## src/rtl/multi_blink_if.sv

```systemverilog
// Control and LED signal bundle for multi_blink: the controller drives enable/mode/shift,
// the blinker returns registered led/tick/flg.
interface multi_blink_if #(
  parameter int CBITS = 28,
  parameter int NCH   = 4
);
  localparam int SBITS = $clog2(CBITS);

  // No handshake: en/mode/shift are level controls sampled on every rising clk edge,
  // and led/tick/flg are registered levels/one-cycle pulses valid for the whole cycle.
  logic                   en;
  logic [2*NCH-1:0]       mode;
  logic [SBITS*NCH-1:0]   shift;
  logic [NCH-1:0]         led;
  logic [NCH-1:0]         tick;
  logic                   flg;

  modport master (output en, mode, shift, input led, tick, flg);
  modport slave  (input en, mode, shift, output led, tick, flg);
endinterface

```

## src/rtl/multi_blink.sv

```systemverilog
// Multi-channel LED blinker: one shared free-running counter, per-channel power-of-two
// rate and OFF/ON/BLINK/PULSE mode, per-channel event tick and counter-wrap flag.
module multi_blink #(
  parameter int CBITS = 28,
  parameter int NCH   = 4
) (
  input  logic          clk,
  input  logic          rst_n,
  multi_blink_if.slave  bus
);
  localparam int SBITS = $clog2(CBITS);
  localparam logic [SBITS-1:0] EMAX = SBITS'(CBITS - 1);

  typedef enum logic [1:0] {
    M_OFF   = 2'b00,
    M_ON    = 2'b01,
    M_BLINK = 2'b10,
    M_PULSE = 2'b11
  } mode_t;

  logic [CBITS-1:0] cnt;
  logic [NCH-1:0]   ph;
  logic [NCH-1:0]   ph_nxt;
  logic [NCH-1:0]   ev;
  logic [NCH-1:0]   led_nxt;
  logic [NCH-1:0]   tick_nxt;
  logic [NCH-1:0]   led_q;
  logic [NCH-1:0]   tick_q;
  logic             flg_q;
  logic [SBITS-1:0] e    [NCH];
  logic [CBITS-1:0] mask [NCH];
  mode_t            m    [NCH];

  always_comb begin
    for (int i = 0; i < NCH; i++) begin
      // Oversized shift values clamp to the top counter bit rather than wrapping.
      e[i]    = (bus.shift[SBITS*i +: SBITS] > EMAX) ? EMAX : bus.shift[SBITS*i +: SBITS];
      mask[i] = ~({CBITS{1'b1}} << e[i]);
      ev[i]   = bus.en && ((cnt & mask[i]) == mask[i]);
      m[i]    = mode_t'(bus.mode[2*i +: 2]);

      ph_nxt[i]   = 1'b0;
      led_nxt[i]  = 1'b0;
      tick_nxt[i] = 1'b0;
      case (m[i])
        M_OFF: begin
          led_nxt[i]  = 1'b0;
          tick_nxt[i] = 1'b0;
        end
        M_ON: begin
          led_nxt[i]  = 1'b1;
          tick_nxt[i] = ev[i];
        end
        M_BLINK: begin
          ph_nxt[i]   = ph[i] ^ ev[i];
          led_nxt[i]  = ph[i] ^ ev[i];
          tick_nxt[i] = ev[i];
        end
        M_PULSE: begin
          led_nxt[i]  = ev[i];
          tick_nxt[i] = ev[i];
        end
        default: begin
          led_nxt[i]  = 1'b0;
          tick_nxt[i] = 1'b0;
        end
      endcase
    end
  end

  always_ff @(posedge clk) begin
    if (!rst_n) begin
      cnt    <= '0;
      ph     <= '0;
      led_q  <= '0;
      tick_q <= '0;
      flg_q  <= 1'b0;
    end else begin
      if (bus.en) cnt <= cnt + CBITS'(1);
      ph     <= ph_nxt;
      led_q  <= led_nxt;
      tick_q <= tick_nxt;
      flg_q  <= bus.en && (cnt == {CBITS{1'b1}});
    end
  end

  assign bus.led  = led_q;
  assign bus.tick = tick_q;
  assign bus.flg  = flg_q;
endmodule
```

## src/flat_wrapper.sv

```systemverilog
// flat-port wrapper written by rule: the top's interface ports become plain ports
module multi_blink_flat 
#(
  parameter int CBITS = 28,
  parameter int NCH   = 4
)
  (clk, rst_n, bus_en, bus_mode, bus_shift, bus_led, bus_tick, bus_flg);
  multi_blink_if #(.CBITS(CBITS), .NCH(NCH)) bus_i ();
  input  logic clk;
  input  logic rst_n;
  input wire logic [$bits(bus_i.en)-1:0] bus_en;
  input wire logic [$bits(bus_i.mode)-1:0] bus_mode;
  input wire logic [$bits(bus_i.shift)-1:0] bus_shift;
  output wire logic [$bits(bus_i.led)-1:0] bus_led;
  output wire logic [$bits(bus_i.tick)-1:0] bus_tick;
  output wire logic [$bits(bus_i.flg)-1:0] bus_flg;
  assign bus_i.en = bus_en;
  assign bus_i.mode = bus_mode;
  assign bus_i.shift = bus_shift;
  assign bus_led = bus_i.led;
  assign bus_tick = bus_i.tick;
  assign bus_flg = bus_i.flg;
  multi_blink #(.CBITS(CBITS), .NCH(NCH)) u_core (.clk(clk), .rst_n(rst_n), .bus(bus_i));
endmodule
```

## config.mk

```make
export PLATFORM = sky130hd
export DESIGN_NAME = multi_blink_flat
export DESIGN_NICKNAME = d
export VERILOG_FILES = /design/src/rtl/multi_blink_if.sv /design/src/rtl/multi_blink.sv /design/src/flat_wrapper.sv
export SDC_FILE = /design/constraint.sdc
export NUM_CORES = 1
export LEC_CHECK = 0
export CORE_AREA = 2 2 94 96
export DETAILED_ROUTE_END_ITERATION = 8
export DIE_AREA = 0 0 96 98
export GPL_TIMING_DRIVEN = 0
export PLACE_DENSITY = 0.67
export SLEW_MARGIN = 20
export SYNTH_ARGS = -nofsm -noshare
export SYNTH_HDL_FRONTEND = slang
export SYNTH_SLANG_ARGS = --single-unit
```

## constraint.sdc

```tcl
create_clock -name clk -period 3 [get_ports clk]
set_clock_uncertainty 0.15 [all_clocks]
set_input_delay 0.6 -clock clk [delete_from_list [all_inputs] [get_ports clk]]
set_output_delay 0.6 -clock clk [all_outputs]
set_load 0.02 [all_outputs]
```

# Yosys cells after proc, flatten, opt, wreduce, memory -nomap -nowiden
# Cells that the tools add are included.
# classes
add_sub_neg	1
n_lt_le_gt_ge	4
n_eq_ne	17
n_shift	4
n_mux	12
bitwise	12
reduce_logical	17
# ops
operator	n
AND 28 bit	4
== test 28 bit	4
NOT 28 bit	4
<< shifter 28 x 5 -> 28 bit (first input constant)	4
adder 28 x 1 -> 28 bit (second input constant)	1
== test 28 bit (second input constant)	1
> comparator 5 bit (second input constant)	4
2-to-1 mux 5 bit	4
== test 2 bit (second input constant)	8
case mux 1 bit (4 select lines)	4
OR reduction 3 bit	4
== test 2 x 1 -> 1 bit (second input constant)	4
logical NOT 2 bit	4
case mux 1 bit (2 select lines)	4
AND reduction 2 bit	4
logical AND 1 bit	5
XOR 1 bit	4
# totals
reg_bits	41
in_bits	31
output_inout_bits	9
word_cells	75

# Longest topological paths before layout
# depth
ltp_word	9
ltp_mapped	8
ltp_nobuf	7

# Worst setup path after synthesis
# Ideal clock, no wire load.
# synth_path
kind	input -> register
start	input bus_shift[0]
end	register u_core.ph[0]
setup_ns	0.086
arrival_ns	2.418
required_time_ns	2.764
slack_ns	0.347
path_stages	7
n_path_buf	1
cell_sequence	clkbuf_1 > a21oi_1 > a21oi_1 > or4_1 > o21a_1 > or4_1 > a211oi_1
# synth_between
elab_chain_len	8
# synth_rtl
element	line_no	text
from (decl)	flat_wrapper.sv:13	input wire logic [$bits(bus_i.shift)-1:0] bus_shift;
> comparator 5 bit	multi_blink.sv:37	e[i] = (bus.shift[SBITS*i +: SBITS] > EMAX) ? EMAX : bus.shift[SBITS*i +: SBITS];
2-to-1 mux 5 bit (*)	multi_blink.sv:37	
<< shifter 28 x 5 -> 28 bit (*)	multi_blink.sv:38	mask[i] = ~({CBITS{1'b1}} << e[i]);
NOT 28 bit (*)	multi_blink.sv:38	
AND 28 bit	multi_blink.sv:39	ev[i] = bus.en && ((cnt & mask[i]) == mask[i]);
== test 28 bit (*)	multi_blink.sv:39	
logical AND 1 bit (*)	multi_blink.sv:39	
XOR 1 bit (*)	multi_blink.sv:55	ph_nxt[i] = ph[i] ^ ev[i];
to (signal assigned)	multi_blink.sv:80	ph <= ph_nxt;
to (decl)	multi_blink.sv:22	logic [NCH-1:0] ph;
# Every way passes the cells marked *; elsewhere a longest branch is shown, timed or not.
# A chain may end at the register's enable or synchronous reset.

# Worst setup path in the final report
# layout_path
start	input bus_shift[7]
end	register u_core.ph[1]
# Same word-level chain as after synthesis.

==> results.py <==
metrics = {
    "run_status": {
        "status": "complete, but fails checks",
        "violations": "setup timing",
    },
    "synthesis": {
        "ys_ff_latch": 41,
        "synth.top_cells.by_area": "dfxtp_1 (25%), nor2_1 (6.5%), a21oi_1 (4.9%)",
        "syn_avg_cell_area_um2": 7.07,
        "syn_inst": 465,
        "synth_cell_type_count": 63,
        "synth-async-reset-ratio": 0,
        "ys.flop_type": "dfxtp_1",
        "ys_seq_area_frac": 0.250,
        "ys_warn_count": 0,
        "yosysMostFrequentCell": "nor2_1",
        "yosys-top-cells-count": "nor2_1 (57), dfxtp_1 (41), clkbuf_1 (35)",
        "synth_nets": 497,
        "synth_top_area_cell": "dfxtp_1",
        "synth_top_area_share": 0.250,
        "synth_edf_count": 0,
        "synth_area_mm2": 0.00329,
    },
    "sta": {
        "maxSlewViolCount": 0,
        "fin_ws_ns": -0.00996,
        "rsz0062_at_grt": "yes",
        "max_freq_ghz": 0.332,
        "period_minus_slack_ns": 3.01,
        "slew_headroom": 0.565,
        "worstMarginPinSlew_ns": 0.644,
        "hold_violations": 0,
        "setup_viol": 1,
        "period_share": 1.00,
    },
    "global_routing": {
        "grt_overflow": 0,
        "grt_pass1_vias": 3471,
        "grt_pass1_wl_um": 17400,
        "grt_usage": 0.234,
        "grt_max_degree": 14,
        "antenna_found_initial": 0,
    },
    "layout": {
        "n_antenna_cell": 0,
        "drive_gt1_frac": 0.0886,
        "syn_to_final_growth_pct": 21.2,
        "seq_area_um2": 821,
        "final_core_util": 0.471,
        "finalNetCount": 539,
        "multi_input_area_mm2": 0.00232,
        "fillers": 856,
    },
    "critical_path": {
        "rr_startpoint": "u_core.cnt[6]",
        "cp_max_fo": 10,
        "r2r_setup_slack_ns": 0.22,
        "crit_type": "primary input to flop",
        "worstReg2RegEnd": "u_core.bus.led[3]",
        "worstPathArrival_ns": 3.09,
        "r2r_cells": 7,
        "required_ns": 3.08,
        "cp-start-kind": "primary input",
        "endpoint_kind": "flop",
    },
    "min_path": {
        "hold_end": "u_core.bus.flg",
        "hp-start": "u_core.cnt[27]",
        "min_delay_path_depth": 2,
        "hold_path_class": "flop to flop",
    },
    "power": {
        "leakage_uw": 0.00126,
        "intPower_uw": 918,
        "p_per_area_mw_per_mm2": 320,
        "pwr-share-comb": 0.185,
        "total_power_uw": 1280,
        "p_sw_uw": 358,
        "seqPwrFrac": 0.434,
        "p_clk_frac": 0.381,
        "ir_drop_v": 0.000204,
        "switching_share": 0.280,
    },
    "floorplan": {
        "start_util": 0.388,
        "fp.dieW_um": 96,
        "num_rows": 34,
        "coreArea_mm2": 0.00847,
        "die_y_um": 98,
        "io_pins": 40,
        "die-area_mm2": 0.00941,
    },
    "clock_tree": {
        "cts_sinks": 41,
        "cts_max_level": 2,
        "ctsLongestPathBuffers": 2,
        "numCtsBuffers": 5,
        "clock_latency_ns": 0.30,
        "clk_pin_slew_worst_paths_ns": 0.09,
        "cts_root_buf": "clkbuf_8",
        "tritoncts": "done",
    },
    "drt": {
        "postRouteAntennaNets": 0,
        "first_iter_violations": 395,
        "drt-pass1-iter-count": 5,
        "wl_per_cell_um": 17.9,
        "drc": 0,
        "num_vias": 3738,
        "vias_per_cell": 6.07,
        "totalWireLength_um": 11100,
    },
    "run": {
        "maxCapViolCount": 0,
    },
    "place": {
        "hpwl_um": 7810,
        "io_buffers": 34,
        "gp_congestion": 1.01,
    },
}
-- critical path: stages --
cell and delay [ns]:
clkdlybuf4s50_1 0.58, clkbuf_2 0.28, a211o_1 0.38, o41ai_4 0.42, nand4b_1 0.21, or3_1 0.40
a211oi_1 0.22
-- stage by stage --
step	hold slack (ns)	area (µm²)	setup slack, ns	setup TNS (ns)	instances
floorplan	0.278	3290	0.347	0	465
global placement	0.299	3760	-0.359	-1.91	607
detailed placement	0.300	3760	-0.349	-2.13	607
CTS	0.312	3900	0.000417	0	616
global route	0.322	3990	-0.0855	-0.0861	616
finish	0.308	3990	-0.00996	-0.00996	616
-- flip-flops by register name, summed over array words and instances, names as in the netlist --
signal	flops
u_core.cnt	28
u_core.bus.led	4
u_core.bus.tick	4
u_core.ph	4
u_core.bus.flg	1
-- cells by family after synthesis --
kind of cell / synth area share
multiplexers: 0.00304
adder cells (fa/ha/maj): 0.00685
AND/OR/NAND/NOR: 0.315
flip-flops: 0.250
AO/OA/AOI/OAI: 0.299
XOR/XNOR: 0.0613
buffers and inverters: 0.0655
-- final cells by class --
cell class / instances / share of cell area
Sequential cell: 41 / 0.206
Buffer: 39 / 0.0430
Clock inverter: 2 / 0.00942
Timing Repair Buffer: 35 / 0.0879
Inverter: 17 / 0.0160
Tap cell: 108 / 0.0339
Clock buffer: 6 / 0.0207
Multi-Input combinational cell: 368 / 0.583
-- routing by layer --
layer  share of wire  track usage  routed length [µm]  vias up
li1                -            -                   -     1797
met2            0.45        0.370                4980      186
met1            0.42        0.316                4670     1718
met4           0.036       0.0934                 402        0
met3           0.091       0.0378                1010       37
met5               0            0                   0        -
-- placed cells by master, fill, tap and decap left out, drive strengths merged, types with 3 or more instances in the layout --
| master | instances |
|---|---|
| o22ai | 5 |
| or4 | 7 |
| nor2 | 57 |
| a2bb2oi | 3 |
| a21oi | 32 |
| buf | 6 |
| nand2b | 10 |
| dfxtp | 41 |
| nand2 | 28 |
| o2111ai | 3 |
| o211ai | 3 |
| o21ai | 29 |
| o21a | 9 |
| nor2b | 11 |
| clkdlybuf4s50 | 33 |
| inv | 17 |
| o221ai | 3 |
| o32ai | 3 |
| nand3 | 13 |
| a31oi | 5 |
| a211oi | 10 |
| o21bai | 4 |
| and3 | 4 |
| nor3 | 16 |
| or2 | 4 |
| and2 | 9 |
| a41oi | 4 |
| clkbuf | 40 |
| or3 | 7 |
| xor2 | 10 |
| o31ai | 6 |
| xnor2 | 13 |
| nor4 | 8 |
| nand4 | 11 |
-- how the worst max path moves through the flow --
stage	depth (start not counted)	startpoint	end
3_3_place_gp	8	bus_shift[14]	u_core.ph[2]
6_report	7	bus_shift[7]	u_core.ph[1]
3_5_place_dp	7	bus_shift[11]	u_core.ph[2]
4_1_cts	7	bus_shift[11]	u_core.ph[2]
5_1_grt	7	bus_shift[7]	u_core.ph[1]
2_1_floorplan	7	bus_shift[0]	u_core.ph[0]
-- power by group through the flow --
stage	registers, µW	clock network (µW)	logic [µW]
after floorplan	567	0	131
after global placement	566	0	216
after detailed placement	566	0	220
after CTS	554	494	222
after global routing	554	508	261
final	554	486	237
-- repair_timing --
action / in CTS / in global routing
gates resized for setup: 3 / 39
hold buffers: 0 / 0
gates cloned: 0 / 0
setup buffers: 1 / 0
pin swaps: 1 / 3
endpoints found under the setup margin: 3 / 10
(Power assumes the default switching activity.)
